--- src/rtl/cell_stream_link_delay.sv ---
// cell_stream_link_delay
// Models the fibre link between adjacent cells. Packets arriving from the
// cell stream mux are timestamped with their due time and queued in order.
// The head is replayed onto the mux input once it is due and the minimum
// inter-packet gap has elapsed. Packets arriving at a full queue are
// dropped and counted.
module cell_stream_link_delay #(
  parameter int LATENCY   = 64,
  parameter int MIN_GAP   = 4,
  parameter int AW        = 3,
  parameter int TW        = 16,
  parameter int CROSS_DIR = 0
) (
  input  logic          clk,
  input  logic          rst_n,
  input  logic          stream_mux_valid,
  input  logic [1:0]    stream_mux_src,
  input  logic [31:0]   stream_out_header,
  input  logic [31:0]   stream_out_datax,
  input  logic [31:0]   stream_out_datay,
  input  logic [31:0]   stream_out_datas,
  output logic          stream_mux_strobe,
  output logic [1:0]    stream_mux_sel,
  output logic [31:0]   stream_in_header,
  output logic [31:0]   stream_in_datax,
  output logic [31:0]   stream_in_datay,
  output logic [31:0]   stream_in_datas,
  output logic [AW:0]   occupancy,
  output logic          overflow,
  output logic [15:0]   drop_count
);

  localparam int DEPTH = 1 << AW;

  // Occupancy value meaning "every slot in use".
  localparam logic [AW:0]   FULL_C    = {1'b1, {AW{1'b0}}};
  localparam logic [AW:0]   OCC_ONE_C = {{AW{1'b0}}, 1'b1};
  localparam logic [AW-1:0] PTR_ONE_C = {{(AW-1){1'b0}}, 1'b1};
  localparam logic [TW-1:0] TS_ONE_C  = {{(TW-1){1'b0}}, 1'b1};
  localparam logic [TW-1:0] LAT_C     = TW'(LATENCY);
  // The gap counter holds the number of blocked cycles still to run after a pop.
  localparam logic [3:0]    GAP_LOAD_C = 4'(MIN_GAP - 1);
  // Crossing to the opposite direction swaps CCW and CW, which is bit 0 of the index.
  localparam logic [1:0]    SEL_XOR_C  = (CROSS_DIR != 0) ? 2'b01 : 2'b00;

  typedef struct packed {
    logic [1:0]    src;
    logic [31:0]   header;
    logic [31:0]   datax;
    logic [31:0]   datay;
    logic [31:0]   datas;
    logic [TW-1:0] due;
  } entry_t;

  // Queue storage (data path only, no reset needed; validity comes from count_q).
  entry_t mem_q [DEPTH];

  logic [TW-1:0] now_q, now_d;
  logic [AW-1:0] wr_ptr_q, wr_ptr_d;
  logic [AW-1:0] rd_ptr_q, rd_ptr_d;
  logic [AW:0]   count_q, count_d;
  logic [3:0]    gap_q, gap_d;
  logic          strobe_q, strobe_d;
  logic [1:0]    sel_q, sel_d;
  logic [31:0]   header_q, header_d;
  logic [31:0]   datax_q, datax_d;
  logic [31:0]   datay_q, datay_d;
  logic [31:0]   datas_q, datas_d;
  logic          overflow_q, overflow_d;
  logic [15:0]   drop_q, drop_d;

  entry_t        head_s;
  entry_t        new_entry_s;
  logic [TW-1:0] age_s;
  logic          head_due_s;
  logic          pop_s;
  logic          full_s;
  logic          accept_s;
  logic          drop_s;

  // Pop/push decision: head must be due (wrap-safe age test) and the gap expired.
  always_comb begin
    head_s      = mem_q[rd_ptr_q];
    age_s       = now_q - head_s.due;
    head_due_s  = (age_s[TW-1] == 1'b0);
    pop_s       = (count_q != {(AW+1){1'b0}}) && head_due_s && (gap_q == 4'd0);
    full_s      = (count_q == FULL_C);
    // A full queue still takes a packet when a slot frees in the same cycle.
    accept_s    = stream_mux_valid && (!full_s || pop_s);
    drop_s      = stream_mux_valid && !accept_s;
    new_entry_s = '{src:    stream_mux_src,
                    header: stream_out_header,
                    datax:  stream_out_datax,
                    datay:  stream_out_datay,
                    datas:  stream_out_datas,
                    due:    now_q + LAT_C};
  end

  // Next-state for time base, pointers, occupancy and gap counter.
  always_comb begin
    now_d    = now_q + TS_ONE_C;
    wr_ptr_d = wr_ptr_q;
    rd_ptr_d = rd_ptr_q;
    count_d  = count_q;
    gap_d    = gap_q;

    if (accept_s) begin
      wr_ptr_d = wr_ptr_q + PTR_ONE_C;
    end else begin
      wr_ptr_d = wr_ptr_q;
    end

    if (pop_s) begin
      rd_ptr_d = rd_ptr_q + PTR_ONE_C;
    end else begin
      rd_ptr_d = rd_ptr_q;
    end

    case ({accept_s, pop_s})
      2'b10:   count_d = count_q + OCC_ONE_C;
      2'b01:   count_d = count_q - OCC_ONE_C;
      default: count_d = count_q;
    endcase

    if (pop_s) begin
      gap_d = GAP_LOAD_C;
    end else if (gap_q != 4'd0) begin
      gap_d = gap_q - 4'd1;
    end else begin
      gap_d = gap_q;
    end
  end

  // Next-state for the replay outputs; data holds between strobes.
  always_comb begin
    strobe_d = pop_s;
    sel_d    = sel_q;
    header_d = header_q;
    datax_d  = datax_q;
    datay_d  = datay_q;
    datas_d  = datas_q;
    if (pop_s) begin
      sel_d    = head_s.src ^ SEL_XOR_C;
      header_d = head_s.header;
      datax_d  = head_s.datax;
      datay_d  = head_s.datay;
      datas_d  = head_s.datas;
    end else begin
      sel_d    = sel_q;
      header_d = header_q;
    end
  end

  // Next-state for the sticky overflow flag and saturating drop counter.
  always_comb begin
    overflow_d = overflow_q;
    drop_d     = drop_q;
    if (drop_s) begin
      overflow_d = 1'b1;
      if (drop_q != 16'hFFFF) begin
        drop_d = drop_q + 16'd1;
      end else begin
        drop_d = drop_q;
      end
    end else begin
      overflow_d = overflow_q;
    end
  end

  // Control and output registers with synchronous active-low reset.
  always_ff @(posedge clk) begin
    if (!rst_n) begin
      now_q      <= {TW{1'b0}};
      wr_ptr_q   <= {AW{1'b0}};
      rd_ptr_q   <= {AW{1'b0}};
      count_q    <= {(AW+1){1'b0}};
      gap_q      <= 4'd0;
      strobe_q   <= 1'b0;
      sel_q      <= 2'b00;
      header_q   <= 32'd0;
      datax_q    <= 32'd0;
      datay_q    <= 32'd0;
      datas_q    <= 32'd0;
      overflow_q <= 1'b0;
      drop_q     <= 16'd0;
    end else begin
      now_q      <= now_d;
      wr_ptr_q   <= wr_ptr_d;
      rd_ptr_q   <= rd_ptr_d;
      count_q    <= count_d;
      gap_q      <= gap_d;
      strobe_q   <= strobe_d;
      sel_q      <= sel_d;
      header_q   <= header_d;
      datax_q    <= datax_d;
      datay_q    <= datay_d;
      datas_q    <= datas_d;
      overflow_q <= overflow_d;
      drop_q     <= drop_d;
    end
  end

  // Queue write port; an accepted packet lands in the tail slot.
  always_ff @(posedge clk) begin
    if (rst_n && accept_s) begin
      mem_q[wr_ptr_q] <= new_entry_s;
    end
  end

  assign stream_mux_strobe = strobe_q;
  assign stream_mux_sel    = sel_q;
  assign stream_in_header  = header_q;
  assign stream_in_datax   = datax_q;
  assign stream_in_datay   = datay_q;
  assign stream_in_datas   = datas_q;
  assign occupancy         = count_q;
  assign overflow          = overflow_q;
  assign drop_count        = drop_q;

endmodule

--- config.mk ---
export PLATFORM = sky130hd
export DESIGN_NAME = cell_stream_link_delay
export DESIGN_NICKNAME = d
export VERILOG_FILES = /design/src/rtl/cell_stream_link_delay.sv
export SDC_FILE = /design/constraint.sdc
export NUM_CORES = 1
export LEC_CHECK = 0
export BUFFER_PORTS_ARGS = -buffer_cell sky130_fd_sc_hd__buf_4
export CAP_MARGIN = 20
export CORE_MARGIN = 2
export CORE_UTILIZATION = 60
export CTS_CLUSTER_DIAMETER = 40
export CTS_CLUSTER_SIZE = 12
export DETAILED_ROUTE_END_ITERATION = 16
export PLACE_DENSITY = 0.79
export SYNTH_ARGS = -nofsm -noshare
export SYNTH_HDL_FRONTEND = slang
export SYNTH_SLANG_ARGS = --single-unit
--- constraint.sdc ---
create_clock -name clk -period 21.2 [get_ports clk]
set_input_delay 3.18 -clock clk [delete_from_list [all_inputs] [get_ports clk]]
set_output_delay 3.18 -clock clk [all_outputs]
set_load 0.03 [all_outputs]
==> results.sh, run 1 <==
export IMPL_synth_ff_type="edfxtp_1"
export IMPL_dr_pass1_iters=5
export IMPL_layout_drive_gt1_share_pct=29.2
export IMPL_clock_power_share_pct=39.6
export IMPL_cts_tree="yes"
export IMPL_path_cells="buf_4 > buf_4 > mux4_2 > mux2i_1 > ha_1 > a41oi_1 > o21ai_0 > a22o_1 > or4_4 > a21oi_4 > buf_4 > o211ai_1 > nor2_4 > buf_4 > buf_4"
export IMPL_clkTransAtPathRegs_ps=60
export IMPL_grt_antenna_before_repair=13
export IMPL_finalCriticalPeriod_ps=8390
export IMPL_rsz0062_at_grt="false"
export IMPL_nets=2946
export IMPL_vias=25300
export IMPL_synth_seq_cells=1349
export IMPL_setup_ws_ps=12810
export IMPL_port_buffers=284
export IMPL_cpMaxStageDelayCell="dfxtp_4"
export IMPL_combPwrFrac_pct=14.7
export IMPL_die_h_um=294
export IMPL_preCtsSetupSlack_ps=12770
export IMPL_top_level_ports=285
export IMPL_maxClockFrequency_mhz=119
export IMPL_synth_nets=2616
export IMPL_grt_max_degree=156
export IMPL_startpoint_type="register"
export IMPL_cts_sinks=1349
export IMPL_crit_top_cell="buf_4"
export IMPL_p_leak_uw=0.0188
export IMPL_p_sw_uw=1720
export IMPL_fin_util_pct=70.8
export IMPL_maxSlewViolCount=0
export IMPL_synth_top_area_share_pct=69.3
export IMPL_multi_input_area_um2=11300
export IMPL_tns_ps=0
export IMPL_ir_worst_vdd_uv=85.8
export IMPL_cts_hold_fix_buffers=0
export IMPL_wirelength_um=108000
export IMPL_ant_nets=0
export IMPL_cts_resized=0
export IMPL_chipWidth_um=294
export IMPL_relSlewSlack_pct=21.9
export IMPL_grt_pass1_vias=26600
export IMPL_cts_max_level=4
export IMPL_cts_buffers=154
export IMPL_yosys_cell_types_count=50
export IMPL_area_growth_syn_to_layout_pct=17.0
export IMPL_drc=0
export IMPL_rows=106
export IMPL_async_flop_share_pct=0
export IMPL_final_period_utilization_pct=39.6
export IMPL_drt_initial_drc_count=2226
export IMPL_power_density_nw_per_um2=115
export IMPL_outcome="finished, final reports clean"
export IMPL_root_buffer="clkbuf_16"
export IMPL_crit_type="reg -> reg"
export IMPL_grt_pass1_wl_um=164000
export IMPL_syn_inst=2460
export IMPL_sw_frac_of_total_pct=25.3
export IMPL_cts_path_max_buffers=3
export IMPL_fillers=4777
export IMPL_finalSetupViolCount=0
export IMPL_cp_required_ps=21550
export IMPL_maxCapViolCount=0
export IMPL_post_drt_wl_per_cell_um=26.9
export IMPL_synthTopCellsByArea="edfxtp_1 69%, mux4_2 13%, dfxtp_1 7.2%"
export IMPL_grt_overflow=0
export IMPL_fin_cells=4013
export IMPL_dp_hpwl_um=53600
export IMPL_max_stage_delay_ps=1010
export IMPL_crit_arrival_ps=8730
export IMPL_cp_max_fo=69
export IMPL_syn_area_um2=50600
export IMPL_initial_core_util_pct=60.6
export IMPL_synth_edff_count=1168
export IMPL_worstSkewPairLatency_ps=740
export IMPL_avgViaCountPerCell=6.30
export IMPL_seq_area_um2=38700
export IMPL_hp_class="reg -> reg"
export IMPL_intPower_uw=5090
export IMPL_synth_seq_area_share_pct=76.5
export IMPL_track_usage_pct=25.5
export IMPL_dp_cells=3714
export IMPL_finalClockSkew_ps=22.9
export IMPL_hold_viol_final=0
export IMPL_worstMarginPinSlew_ps=1170
export IMPL_gp_routability_congestion=0.746
export IMPL_p_total_uw=6820
export IMPL_cts_setup_buffers=0
export IMPL_reg2reg_depth=15
export IMPL_crit_path_end_kind="register"
export IMPL_dieArea_um2=86700
export IMPL_synth_area_leader_cell="edfxtp_1"
export IMPL_holdPathStages=1
export IMPL_pwr_share_seq_pct=45.7
export IMPL_coreArea_um2=83600
export IMPL_syn_avg_cell_area_um2=20.6
export IMPL_ys_warn_count=0
## power by group through the flow
| stage | Combinational [µW] | Sequential (µW) | Clock (µW) |
|---|---|---|---|
| floorplan | 580 | 3280 | 0 |
| global placement | 974 | 3160 | 0 |
| detailed placement | 1000 | 3170 | 0 |
| CTS | 1010 | 3120 | 2740 |
| global route | 1080 | 3130 | 2840 |
| finish | 1000 | 3110 | 2700 |
## cells in the final DEF, fill, tap and decap left out, types with 5 or more instances in the layout
cell type	count
and3_1	9
clkbuf_8	14
clkbuf_1	48
xor2_1	16
ha_1	22
nand3_1	10
clkinv_4	6
diode_2	10
nand2b_1	11
nand4_1	6
clkinvlp_4	7
inv_6	9
or4_1	6
clkinv_2	11
o31ai_1	7
o21ai_0	9
a211oi_1	131
or3_1	9
clkbuf_16	159
mux4_2	291
a21oi_1	19
inv_1	8
edfxtp_1	1168
buf_4	305
nor3_1	7
dfxtp_1	178
bufinv_16	16
clkinv_1	10
and2_1	5
nor2_1	153
o311ai_0	5
buf_12	8
mux2i_1	157
xnor2_1	8
nand2_1	36
## critical path, delay by kind of cell, from the launching register on
kind                       cells  cell delay, ps
buffers and inverters          5            3760
AOI/OAI and AO/OA              5            1230
DFF                            1            1010
muxes                          2             760
and+or+nand+nor                2             740
adders and majority gates      1             290
## state kept, by name, indices dropped and copies added (netlist names), named ones only
signal	count
mem_q	1168
stream_in_datas	32
stream_in_datax	32
stream_in_datay	32
stream_in_header	32
drop_count	16
now_q	16
gap_q	4
occupancy	4
rd_ptr_q	3
wr_ptr_q	3
stream_mux_sel	2
overflow	1
stream_mux_strobe	1
## cell type report
type,count,share of cell area [%]
flip-flops and latches,1349,65.4
multi-input cells,962,19.1
clock buffers,221,7.35
repair buffers,313,4.14
well taps,1080,2.28
clock inverters,68,1.57
inverters,10,0.0719
diodes,10,0.0423
## layer usage
layer,up-vias,GRT usage [%],routed length (µm)
met1,13200,34.2,42200
met2,990,42.6,55600
met5,-,0,97
met3,199,4.86,7560
li1,10800,-,-
met4,14,8.33,2610
## synthesized netlist by cell type (10+ instances only)
cell type,count
buf_1,17
buf_2,36
nor3_1,11
edfxtp_1,1168
a21oi_1,19
xor2_1,16
nor2_1,156
mux4_2,291
clkbuf_1,77
a211oi_1,131
nand2_1,36
dfxtp_1,181
nand2b_1,11
nand3_1,10
ha_1,22
mux2i_1,157
## metrics by stage
stage	hold WS (ps)	cell area [µm²]
5_1_grt	507	59200
6_report	484	59200
4_1_cts	483	59200
2_1_floorplan	443	50600
3_5_place_dp	471	53900
3_3_place_gp	453	53900
## worst paths after layout
path | startpoint | endpoint | slack [ps]
setup / recovery | register | mem_q[7][130] | 12810
hold / removal | overflow | overflow | 480
hold reg to reg | overflow | overflow | 480
setup reg to reg | register | mem_q[7][130] | 12810
## kinds of logic after synthesis
group                    count (synthesis)  share of synthesized area, %
AO/OA/AOI/OAI                          195                          2.81
flip-flops                            1349                          76.5
buffers and inverters                  149                          1.26
adder cells (fa/ha/maj)                 23                         0.583
multiplexers                           448                          16.1
AND/OR/NAND/NOR                        272                          2.41
XOR/XNOR                                24                         0.415
Power figures use the tool's default switching activity.
==> inputs of run 2 (changes only) <==
--- a/config.mk
+++ b/config.mk
@@ -5,14 +5,15 @@
 export SDC_FILE = /design/constraint.sdc
 export NUM_CORES = 1
 export LEC_CHECK = 0
+export ABC_AREA = 1
 export BUFFER_PORTS_ARGS = -buffer_cell sky130_fd_sc_hd__buf_4
 export CAP_MARGIN = 20
 export CORE_MARGIN = 2
-export CORE_UTILIZATION = 60
+export CORE_UTILIZATION = 61
 export CTS_CLUSTER_DIAMETER = 40
 export CTS_CLUSTER_SIZE = 12
 export DETAILED_ROUTE_END_ITERATION = 16
-export PLACE_DENSITY = 0.79
+export PLACE_DENSITY = 0.8
 export SYNTH_ARGS = -nofsm -noshare
 export SYNTH_HDL_FRONTEND = slang
 export SYNTH_SLANG_ARGS = --single-unit
==> constraint.sdc (replaced) <==
create_clock -name clk -period 8.35 [get_ports clk]
set_input_delay 1.2525 -clock clk [delete_from_list [all_inputs] [get_ports clk]]
set_output_delay 1.2525 -clock clk [all_outputs]
set_load 0.03 [all_outputs]
==> run 2 against run 1 <==
- synthesized area increased by 0.89%
- count of clock-buffer cells in the layout shrank 3
- clock power up 140%
- worst setup slack worse by 10000 ps
- utilization down 0.11 points
- critical path depth increased by 2
- register-to-register slack worse by 10000 ps
- largest power group unchanged
==> results.sh, run 2 <==
export IMPL_outcome="finished, final reports clean"
export IMPL_root_buffer="clkbuf_16"
export IMPL_post_synth_top_count_cell="edfxtp_1"
export IMPL_track_usage_pct=26.5
export IMPL_synth_top_area_share_pct=68.7
export IMPL_largest_reg_flops=1168
export IMPL_cp_max_fo=100
export IMPL_port_buffers=284
export IMPL_cts_path_max_buffers=3
export IMPL_layout_drive_gt1_share_pct=13.9
export IMPL_min_from="stream_in_header[21]"
export IMPL_worstSkewPairLatency_ps=770
export IMPL_synth_nets=4006
export IMPL_setup_ws_ps=2620
export IMPL_cts_tree="yes"
export IMPL_synth_seq_cells=1349
export IMPL_dieArea_um2=86000
export IMPL_avgViaCountPerCell=6.09
export IMPL_yosys_cell_types_count=42
export IMPL_syn_area_um2=51100
export IMPL_nets=4221
export IMPL_crit_path_end_kind="register"
export IMPL_ys_warn_count=0
export IMPL_fin_cells=5283
export IMPL_reg2reg_to="mem_q[5][33]"
export IMPL_initial_core_util_pct=61.3
export IMPL_maxClockFrequency_mhz=174
export IMPL_p_leak_uw=0.0197
export IMPL_grt_pass1_wl_um=177000
export IMPL_seq_area_um2=38700
export IMPL_dp_hpwl_um=59100
export IMPL_vias=32200
export IMPL_dr_pass1_iters=6
export IMPL_finalClockSkew_ps=51.0
export IMPL_synth_ff_type="edfxtp_1"
export IMPL_synthTopCellsByArea="edfxtp_1 69%, o21ai_0 7.7%, dfxtp_1 7.1%"
export IMPL_clkTransAtPathRegs_ps=60
export IMPL_multi_input_area_um2=11000
export IMPL_cp_required_ps=8740
export IMPL_cts_setup_buffers=0
export IMPL_sw_frac_of_total_pct=29.1
export IMPL_reg2reg_depth=17
export IMPL_grt_overflow=0
export IMPL_ir_worst_vdd_uv=265
export IMPL_tns_ps=0
export IMPL_holdPathEnd="stream_in_header[21]"
export IMPL_final_cell_mix="1168 x edfxtp_1, 785 x o21ai_0, 618 x nor2_1"
export IMPL_startpoint_type="register"
export IMPL_worstMarginPinSlew_ps=1280
export IMPL_rsz0062_at_grt="false"
export IMPL_final_common_cell="edfxtp_1"
export IMPL_cts_hold_fix_buffers=0
export IMPL_hp_class="reg -> reg"
export IMPL_maxSlewViolCount=0
export IMPL_async_flop_share_pct=0
export IMPL_power_density_nw_per_um2=292
export IMPL_synth_edff_count=1168
export IMPL_grt_antenna_before_repair=9
export IMPL_rows=106
export IMPL_intPower_uw=12200
export IMPL_preCtsSetupSlack_ps=2470
export IMPL_syn_avg_cell_area_um2=13.3
export IMPL_crit_arrival_ps=6120
export IMPL_top_register="mem_q"
export IMPL_clock_power_share_pct=37.4
export IMPL_cts_buffers=154
export IMPL_syn_inst=3850
export IMPL_fillers=5358
export IMPL_p_sw_uw=5010
export IMPL_holdPathStages=2
export IMPL_synth_common_cells="1168 x edfxtp_1, 785 x o21ai_0, 622 x nor2_1"
export IMPL_relSlewSlack_pct=14.8
export IMPL_dp_cells=4989
export IMPL_synth_seq_area_share_pct=75.8
export IMPL_crit_type="reg -> reg"
export IMPL_synth_area_leader_cell="edfxtp_1"
export IMPL_grt_max_degree=315
export IMPL_finalCriticalPeriod_ps=5730
export IMPL_finalSetupViolCount=0
export IMPL_chipWidth_um=293
export IMPL_p_total_uw=17200
export IMPL_maxCapViolCount=0
export IMPL_hold_ws_ps=457
export IMPL_cts_resized=0
export IMPL_die_h_um=293
export IMPL_top_level_ports=285
export IMPL_hold_viol_final=0
export IMPL_gp_routability_congestion=0.801
export IMPL_r2r_setup_slack_ps=2620
export IMPL_ant_nets=0
export IMPL_wirelength_um=115000
export IMPL_pwr_share_seq_pct=45.6
export IMPL_coreArea_um2=83300
export IMPL_cts_max_level=4
export IMPL_drc=0
export IMPL_drt_initial_drc_count=2947
export IMPL_combPwrFrac_pct=17.0
export IMPL_cts_sinks=1349
export IMPL_grt_pass1_vias=31900
export IMPL_final_period_utilization_pct=68.7
export IMPL_area_growth_syn_to_layout_pct=15.4
export IMPL_post_drt_wl_per_cell_um=21.7
## run 2: power by group through the flow
stage	clock network (µW)	logic (µW)	registers, µW
6_report	6430	2930	7840
5_1_grt	6770	3210	7870
4_1_cts	6500	2930	7840
3_5_place_dp	0	2900	7970
3_3_place_gp	0	2820	7970
2_1_floorplan	0	1650	8290
## run 2: cell families (layout without fill, tap and decap cells)
logic type,count (synthesis),after routing,synth area share (%)
flip-flops,1349,1349,75.8
AO/OA/AOI/OAI,1203,1203,13.3
AND/OR/NAND/NOR,923,923,7.16
buffers and inverters,330,673,2.76
adder cells (fa/ha/maj),23,23,0.578
XOR/XNOR,22,22,0.377
other,0,10,0
## run 2: how the worst max path moves through the flow
| stage | start | cells past startpoint | slack (ps) | to |
|---|---|---|---|---|
| after detailed placement | register | 17 | 2470 | mem_q[5][37] |
| after CTS | register | 17 | 2430 | mem_q[5][4] |
| final | register | 17 | 2620 | mem_q[5][33] |
| after global routing | register | 17 | 2160 | mem_q[5][4] |
| after global placement | register | 17 | 2650 | mem_q[5][33] |
| after floorplan | register | 22 | -1490 | mem_q[1][0] |
## run 2: worst max-delay path: stages (launching register included)
cell,delay [ps]
dfxtp_4,780
buf_4,880
o21ai_0,240
o221ai_1,230
o21ai_0,150
ha_1,240
nand3_1,80
a31oi_1,70
nor2_1,170
nand2_1,70
nand2_1,120
nand4_4,210
nand2_2,150
nand2_2,80
inv_2,90
nand3_1,290
nor2_4,920
buf_4,520
## run 2: area by class of cell
type / count / share of cell area [%]
antenna: 10 / 0.0425
clock buffer: 218 / 7.17
clock inverter: 66 / 1.25
inverter: 71 / 0.501
multi-input combinational: 2171 / 18.7
sequential: 1349 / 65.7
tap: 1080 / 2.29
timing repair buffer: 318 / 4.31
## run 2: layer usage
metal / GRT usage (%) / up-vias / part of all wire (%)
met5: 0 / - / 0.038
li1: - / 14800 / -
met2: 44.0 / 1302 / 50
met1: 35.0 / 15800 / 40
met3: 5.08 / 239 / 7.4
met4: 10.5 / 6 / 2.9
## run 2: stage by stage
| stage | utilization [%] | instance area (µm²) |
|---|---|---|
| 6_report | 70.7 | 58900 |
| 5_1_grt | 70.7 | 58900 |
| 4_1_cts | 70.7 | 58900 |
| 3_5_place_dp | 64.7 | 53900 |
| 3_3_place_gp | 64.7 | 53900 |
| 2_1_floorplan | - | 51100 |
